===== src/rtl/radix_r_mul_seq_pkg.sv =====
`default_nettype none
// ============================================================================
// Module   : radix_r_mul_seq_pkg
// Function : Shared definitions for the radix-4 sequential multiplier:
//            default operand width, default fraction bits and FSM encoding.
// Revision : 1.0 - initial release
// ============================================================================
package radix_r_mul_seq_pkg;

    localparam int DEFAULT_WIDTH = 32;
    localparam int DEFAULT_SCALE = 17;

    typedef enum logic [1:0] {
        ST_IDLE   = 2'd0,
        ST_ITER   = 2'd1,
        ST_FINISH = 2'd2
    } state_t;

endpackage
`default_nettype wire


===== src/rtl/mux_4_to_1_param.sv =====
`default_nettype none
// ============================================================================
// Module   : mux_4_to_1_param
// Function : Parameterised-width 4:1 multiplexer, 2-bit select. Used to pick
//            the radix-4 partial product {0, |A|, 2|A|, 3|A|}.
// Revision : 1.0 - initial release
// ============================================================================
module mux_4_to_1_param
    import radix_r_mul_seq_pkg::*;
#(
    parameter int WIDTH = DEFAULT_WIDTH + 2
)(
    input  logic [WIDTH-1:0] i_d0,
    input  logic [WIDTH-1:0] i_d1,
    input  logic [WIDTH-1:0] i_d2,
    input  logic [WIDTH-1:0] i_d3,
    input  logic [1:0]       i_sel,
    output logic [WIDTH-1:0] o_y
);

    // Pure selection: route the input chosen by the current digit
    always_comb begin
        o_y = i_d0;
        case (i_sel)
            2'd0:    o_y = i_d0;
            2'd1:    o_y = i_d1;
            2'd2:    o_y = i_d2;
            2'd3:    o_y = i_d3;
            default: o_y = i_d0;
        endcase
    end

endmodule
`default_nettype wire


===== src/rtl/radix_r_mul_seq.sv =====
`default_nettype none
// ============================================================================
// Module   : radix_r_mul_seq
// Function : Sequential radix-4 sign/magnitude multiplier. One 2-bit digit of
//            |B| is consumed per cycle; the optional fixed-point right shift
//            and sign restoration happen in a single FINISH cycle.
// Revision : 1.0 - initial release
// ============================================================================
module radix_r_mul_seq
    import radix_r_mul_seq_pkg::*;
#(
    parameter int WIDTH = DEFAULT_WIDTH,
    parameter int SCALE = DEFAULT_SCALE
)(
    input  logic                 Clock,
    input  logic                 Reset,
    input  logic                 iInputReady,
    input  logic [WIDTH-1:0]     A,
    input  logic [WIDTH-1:0]     B,
    input  logic                 iSigned,
    input  logic                 iUnscaled,
    output logic [2*WIDTH-1:0]   R,
    output logic                 OutputReady,
    output logic                 oBusy
);

    localparam int PROD_W = 2 * WIDTH;
    localparam int SEL_W  = WIDTH + 2;
    localparam int CNT_W  = $clog2(WIDTH / 2);
    localparam logic [CNT_W-1:0] LAST_DIGIT = CNT_W'(WIDTH / 2 - 1);

    state_t              state_q, state_d;
    logic [WIDTH-1:0]    a_q, a_d;
    logic [SEL_W-1:0]    a3_q, a3_d;
    logic [WIDTH-1:0]    b_q, b_d;
    logic [PROD_W-1:0]   acc_q, acc_d;
    logic [CNT_W-1:0]    cnt_q, cnt_d;
    logic                sign_q, sign_d;
    logic                unscaled_q, unscaled_d;
    logic [PROD_W-1:0]   r_q, r_d;
    logic                ready_q, ready_d;

    logic [WIDTH-1:0]    w_a_mag;
    logic [WIDTH-1:0]    w_b_mag;
    logic [1:0]          w_digit;
    logic [SEL_W-1:0]    w_sel;
    logic [PROD_W-1:0]   w_addend;
    logic [PROD_W-1:0]   w_prod;

    // Operand magnitudes; negating -2^(W-1) wraps back to 2^(W-1) unsigned
    always_comb begin
        w_a_mag = (iSigned && A[WIDTH-1]) ? (~A + 1'b1) : A;
        w_b_mag = (iSigned && B[WIDTH-1]) ? (~B + 1'b1) : B;
    end

    assign w_digit = b_q[{cnt_q, 1'b0} +: 2];

    mux_4_to_1_param #(
        .WIDTH (SEL_W)
    ) u_digit_mux (
        .i_d0  ({SEL_W{1'b0}}),
        .i_d1  ({2'b00, a_q}),
        .i_d2  ({1'b0, a_q, 1'b0}),
        .i_d3  (a3_q),
        .i_sel (w_digit),
        .o_y   (w_sel)
    );

    // Partial product aligned to the weight of the current digit
    always_comb begin
        w_addend = {{(PROD_W - SEL_W){1'b0}}, w_sel} << {cnt_q, 1'b0};
        w_prod   = unscaled_q ? acc_q : (acc_q >> SCALE);
    end

    // Next-state and datapath updates; everything holds unless the state acts
    always_comb begin
        state_d    = state_q;
        a_d        = a_q;
        a3_d       = a3_q;
        b_d        = b_q;
        acc_d      = acc_q;
        cnt_d      = cnt_q;
        sign_d     = sign_q;
        unscaled_d = unscaled_q;
        r_d        = r_q;
        ready_d    = 1'b0;
        case (state_q)
            ST_IDLE: begin
                if (iInputReady) begin
                    a_d        = w_a_mag;
                    a3_d       = {2'b00, w_a_mag} + {1'b0, w_a_mag, 1'b0};
                    b_d        = w_b_mag;
                    sign_d     = (A[WIDTH-1] ^ B[WIDTH-1]) & iSigned;
                    unscaled_d = iUnscaled;
                    acc_d      = '0;
                    cnt_d      = '0;
                    state_d    = ST_ITER;
                end
            end
            ST_ITER: begin
                acc_d = acc_q + w_addend;
                cnt_d = cnt_q + 1'b1;
                if (cnt_q == LAST_DIGIT) begin
                    state_d = ST_FINISH;
                end
            end
            ST_FINISH: begin
                r_d     = sign_q ? (~w_prod + 1'b1) : w_prod;
                ready_d = 1'b1;
                state_d = ST_IDLE;
            end
            default: begin
                state_d = ST_IDLE;
            end
        endcase
    end

    // State register with asynchronous clear
    always_ff @(posedge Clock or posedge Reset) begin
        if (Reset) begin
            state_q    <= ST_IDLE;
            a_q        <= '0;
            a3_q       <= '0;
            b_q        <= '0;
            acc_q      <= '0;
            cnt_q      <= '0;
            sign_q     <= 1'b0;
            unscaled_q <= 1'b0;
            r_q        <= '0;
            ready_q    <= 1'b0;
        end else begin
            state_q    <= state_d;
            a_q        <= a_d;
            a3_q       <= a3_d;
            b_q        <= b_d;
            acc_q      <= acc_d;
            cnt_q      <= cnt_d;
            sign_q     <= sign_d;
            unscaled_q <= unscaled_d;
            r_q        <= r_d;
            ready_q    <= ready_d;
        end
    end

    assign R           = r_q;
    assign OutputReady = ready_q;
    assign oBusy       = (state_q != ST_IDLE);

endmodule
`default_nettype wire


===== config.mk =====
export PLATFORM = sky130hd
export DESIGN_NAME = radix_r_mul_seq
export DESIGN_NICKNAME = d
export VERILOG_FILES = /design/src/rtl/radix_r_mul_seq_pkg.sv /design/src/rtl/mux_4_to_1_param.sv /design/src/rtl/radix_r_mul_seq.sv
export SDC_FILE = /design/constraint.sdc
export NUM_CORES = 1
export LEC_CHECK = 0
export ABC_AREA = 1
export BUFFER_PORTS_ARGS = -buffer_cell sky130_fd_sc_hd__buf_2
export CAP_MARGIN = 40
export CORE_UTILIZATION = 68
export CTS_CLUSTER_DIAMETER = 40
export DETAILED_ROUTE_END_ITERATION = 8
export PLACE_DENSITY = 0.95
export SLEW_MARGIN = 20
export SYNTH_ARGS = -nofsm -noshare
export SYNTH_HDL_FRONTEND = slang
export SYNTH_HIERARCHICAL = 1
export SYNTH_SLANG_ARGS = --single-unit

===== constraint.sdc =====
create_clock -name Clock -period 14.4 [get_ports Clock]
set_input_delay 2.88 -clock Clock [delete_from_list [all_inputs] [get_ports Clock]]
set_output_delay 2.88 -clock Clock [all_outputs]
set_load 0.03 [all_outputs]

==> flow_summary.yaml <==
synth:
  ys_seq_area_share_pct: 27.03
  netlist_area_um2: 21670
  synth_async_sr_flop_share_pct: 100.0
  yosysMostFrequentCell: "nand2_1"
  netlist.area_leader.share_pct: 27.03
  synth_edf_count: 0
  synth_top_area_cell: "dfrtp_1"
  avgSynthCellArea_um2: 6.348
  ys.warnings.count: 6
  synth_cells: 3413
  yosysUniqueCellTypes: 64
  synth-seq-cells: 234
  synth_commonest_cells: "991 x nand2_1, 367 x o21ai_0, 316 x nor2_1, 304 x inv_1, 257 x nand3_1"
  synth_ff_type: "dfrtp_1"
  synthTopCellsByArea: "dfrtp_1 27%, nand2_1 17%, o21ai_0 8.5%"
sta:
  finalCritPeriodShare_pct: 49.60
  worst_pin_slew_ns: 0.8694
  whs_ns: 0.4745
  finalClockSkew_ns: 0.02518
  setup_viol: 0
  rsz0062_at_grt: "no"
  period_minus_slack_ns: 7.143
  hold_viol: 0
  report.final.slew_viol_count: 0
  max_freq_mhz: 140.0
  slew_headroom_pct: 41.43
  layout_setup_ws_ns: 7.257
  setup_tns_ns: 0
grt:
  grt_pass1_vias: 23626
  grt_max_degree: 104
  met3_usage_pct: 8.104
  met2_usage_pct: 77.52
  gr-total-overflow: 0
  gr-usage-met1_pct: 56.13
  grt_pass1_wl_mm: 121.4
  grt_use_total_pct: 46.19
  antenna_found_initial: 0
  grt_busiest_layer: "met2"
clock_tree:
  cts.sinks: 234
  cts_hold_buf: 0
  clockBufferDepth: 3
  cts_tree: "done"
  cts_htree_levels: 2
  post-cts-setup-buffers: 0
  clk_pin_slew_ns: 0.06
  cts_root_buf: "clkbuf_16"
  clock_latency_ns: 0.54
  numCtsBuffers: 38
  cts_resized: 0
hold_path:
  hp-class: "reg -> reg"
  worstHoldStart: "R[34]"
critical_path:
  cp.arrival_ns: 7.53
  crit_path_start: "cnt_q[1]"
  r2r-start: "cnt_q[1]"
  required_ns: 14.79
  path_max_fanout: 70
  endpoint_kind: "flip-flop"
  worstSetupPathType: "reg -> reg"
  startpoint_type: "flip-flop"
final_layout:
  num-nets-final: 3688
  fin_util_pct: 77.56
  drive_gt1_share_pct: 9.275
  synthToLayoutAreaGrowth_pct: 10.94
floorplanning:
  dieArea_um2: 32580
  fp.coreArea_um2: 30990
  fp.dieW_um: 180.5
  rows: 64
  fp.dieH_um: 180.5
  io_pins: 135
  start_util_pct: 69.91
flow_run:
  drv_cap: 0
route:
  firstDrtPassIters: 6
  drc: 0
  antenna_left: 0
  drt-initial-drc-count: 3224
  num_vias: 25012
  wirelength_mm: 76.31
  viasPerCell: 6.342
  wl_per_cell_um: 19.35
status:
  run_status: "finished clean"
place:
  io_buffers: 134
  routabilityCongestion: 1.088
  dpl.hpwl_mm: 57.48
  post-place-ws_ns: 7.500
-- layout make-up --
type	instances	area, µm²
Clock buffer	46	1075
Antenna cell	1	2.502
Fill cell	2408	6954
Clock inverter	22	346.6
Multi-Input combinational cell	2764	14060
Sequential cell	234	5861
Tap cell	396	495.5
Inverter	316	1194
Timing Repair Buffer	165	1001
-- flip-flops by register name, indices dropped and copies added (netlist names) --
signal       cells
OutputReady      1
R               64
a3_q            33
a_q             32
acc_q           64
b_q             32
cnt_q            4
sign_q           1
state_q          2
unscaled_q       1
-- metrics by stage --
| stage | area (µm²) | cells |
|---|---|---|
| 2_1_floorplan | 21800 | 3450 |
| 3_3_place_gp | 22450 | 3866 |
| 3_5_place_dp | 22550 | 3870 |
| 4_1_cts | 23970 | 3938 |
| 5_1_grt | 24030 | 3943 |
| 6_report | 24040 | 3944 |
-- routing by layer --
metal | share of wire [%] | up-vias
li1 | - | 11545
met1 | 37 | 11427
met2 | 46 | 1662
met3 | 10 | 378
met4 | 6.3 | 0
met5 | 0 | -
-- critical path, stage by stage (launching register included) --
cell and delay, ns:
dfrtp_1 0.35, clkinv_1 0.64, nor2_1 0.46, inv_1 0.20
a21oi_1 0.14, o21ai_0 0.12, o2111ai_1 0.20, o21ai_4 0.08
buf_4 0.33, inv_2 0.52, nand3_1 0.13, nand4_1 0.20
nand3_1 0.14, nor2_1 0.14, inv_1 0.07, nor2_1 0.34
inv_1 0.12, fa_1 0.47, o21ai_1 0.25, a21oi_1 0.17
o21ai_0 0.52, a21boi_1 0.34, o21ai_0 0.59, a21o_1 0.21
nand2_1 0.05, nand2_1 0.06, o22ai_1 0.07
-- cell usage in the layout, fill, tap and decap left out, types with 5 or more instances in the layout --
cell,Yosys,layout
or2_2,12,12
buf_2,14,135
conb_1,1,38
nand3_1,257,257
bufinv_16,0,7
nor4_1,11,11
nor2_1,316,316
nor3_1,40,40
clkinv_2,0,5
o22ai_1,25,25
nand2_2,8,10
nand4_1,59,59
a211oi_1,7,7
inv_1,304,302
buf_4,10,24
a31oi_1,34,34
xor2_1,84,84
o31ai_1,5,5
o21ai_1,45,45
o211ai_1,6,6
nand2_1,991,988
inv_2,8,9
xnor2_1,34,34
a21oi_1,214,214
dfrtp_1,234,232
nand3b_1,17,17
clkbuf_16,0,41
nor2_2,15,15
ha_1,98,98
o21a_2,5,5
o21ai_0,367,366
o21ai_2,17,17
a21o_1,7,7
-- cells by family (layout without fill, tap and decap cells) --
group / after synthesis / after routing / share of synthesized area [%]
AO/OA/AOI/OAI: 759 / 759 / 19.20
XOR/XNOR: 118 / 118 / 4.770
adder cells (fa/ha/maj): 100 / 100 / 5.844
buffers and inverters: 452 / 549 / 8.824
flip-flops: 234 / 234 / 27.03
other: 1 / 39 / 0.01731
AND/OR/NAND/NOR: 1749 / 1749 / 34.32
-- path summary, 6_finish.rpt --
path / endpoint / cells past startpoint / slack, ns
max reg2reg: acc_q[52] / 26 / 7.26
min in group asynchronous: R[13] / 2 / 2.51
max in group asynchronous: b_q[20] / 4 / 10.68
max: acc_q[52] / 26 / 7.26
min reg2reg: R[34] / 2 / 0.47
min: R[34] / 2 / 0.47
Power is left out: the tool's default activity adds up to more than one toggle a clock period on the data nets, which glitch-free logic cannot reach.
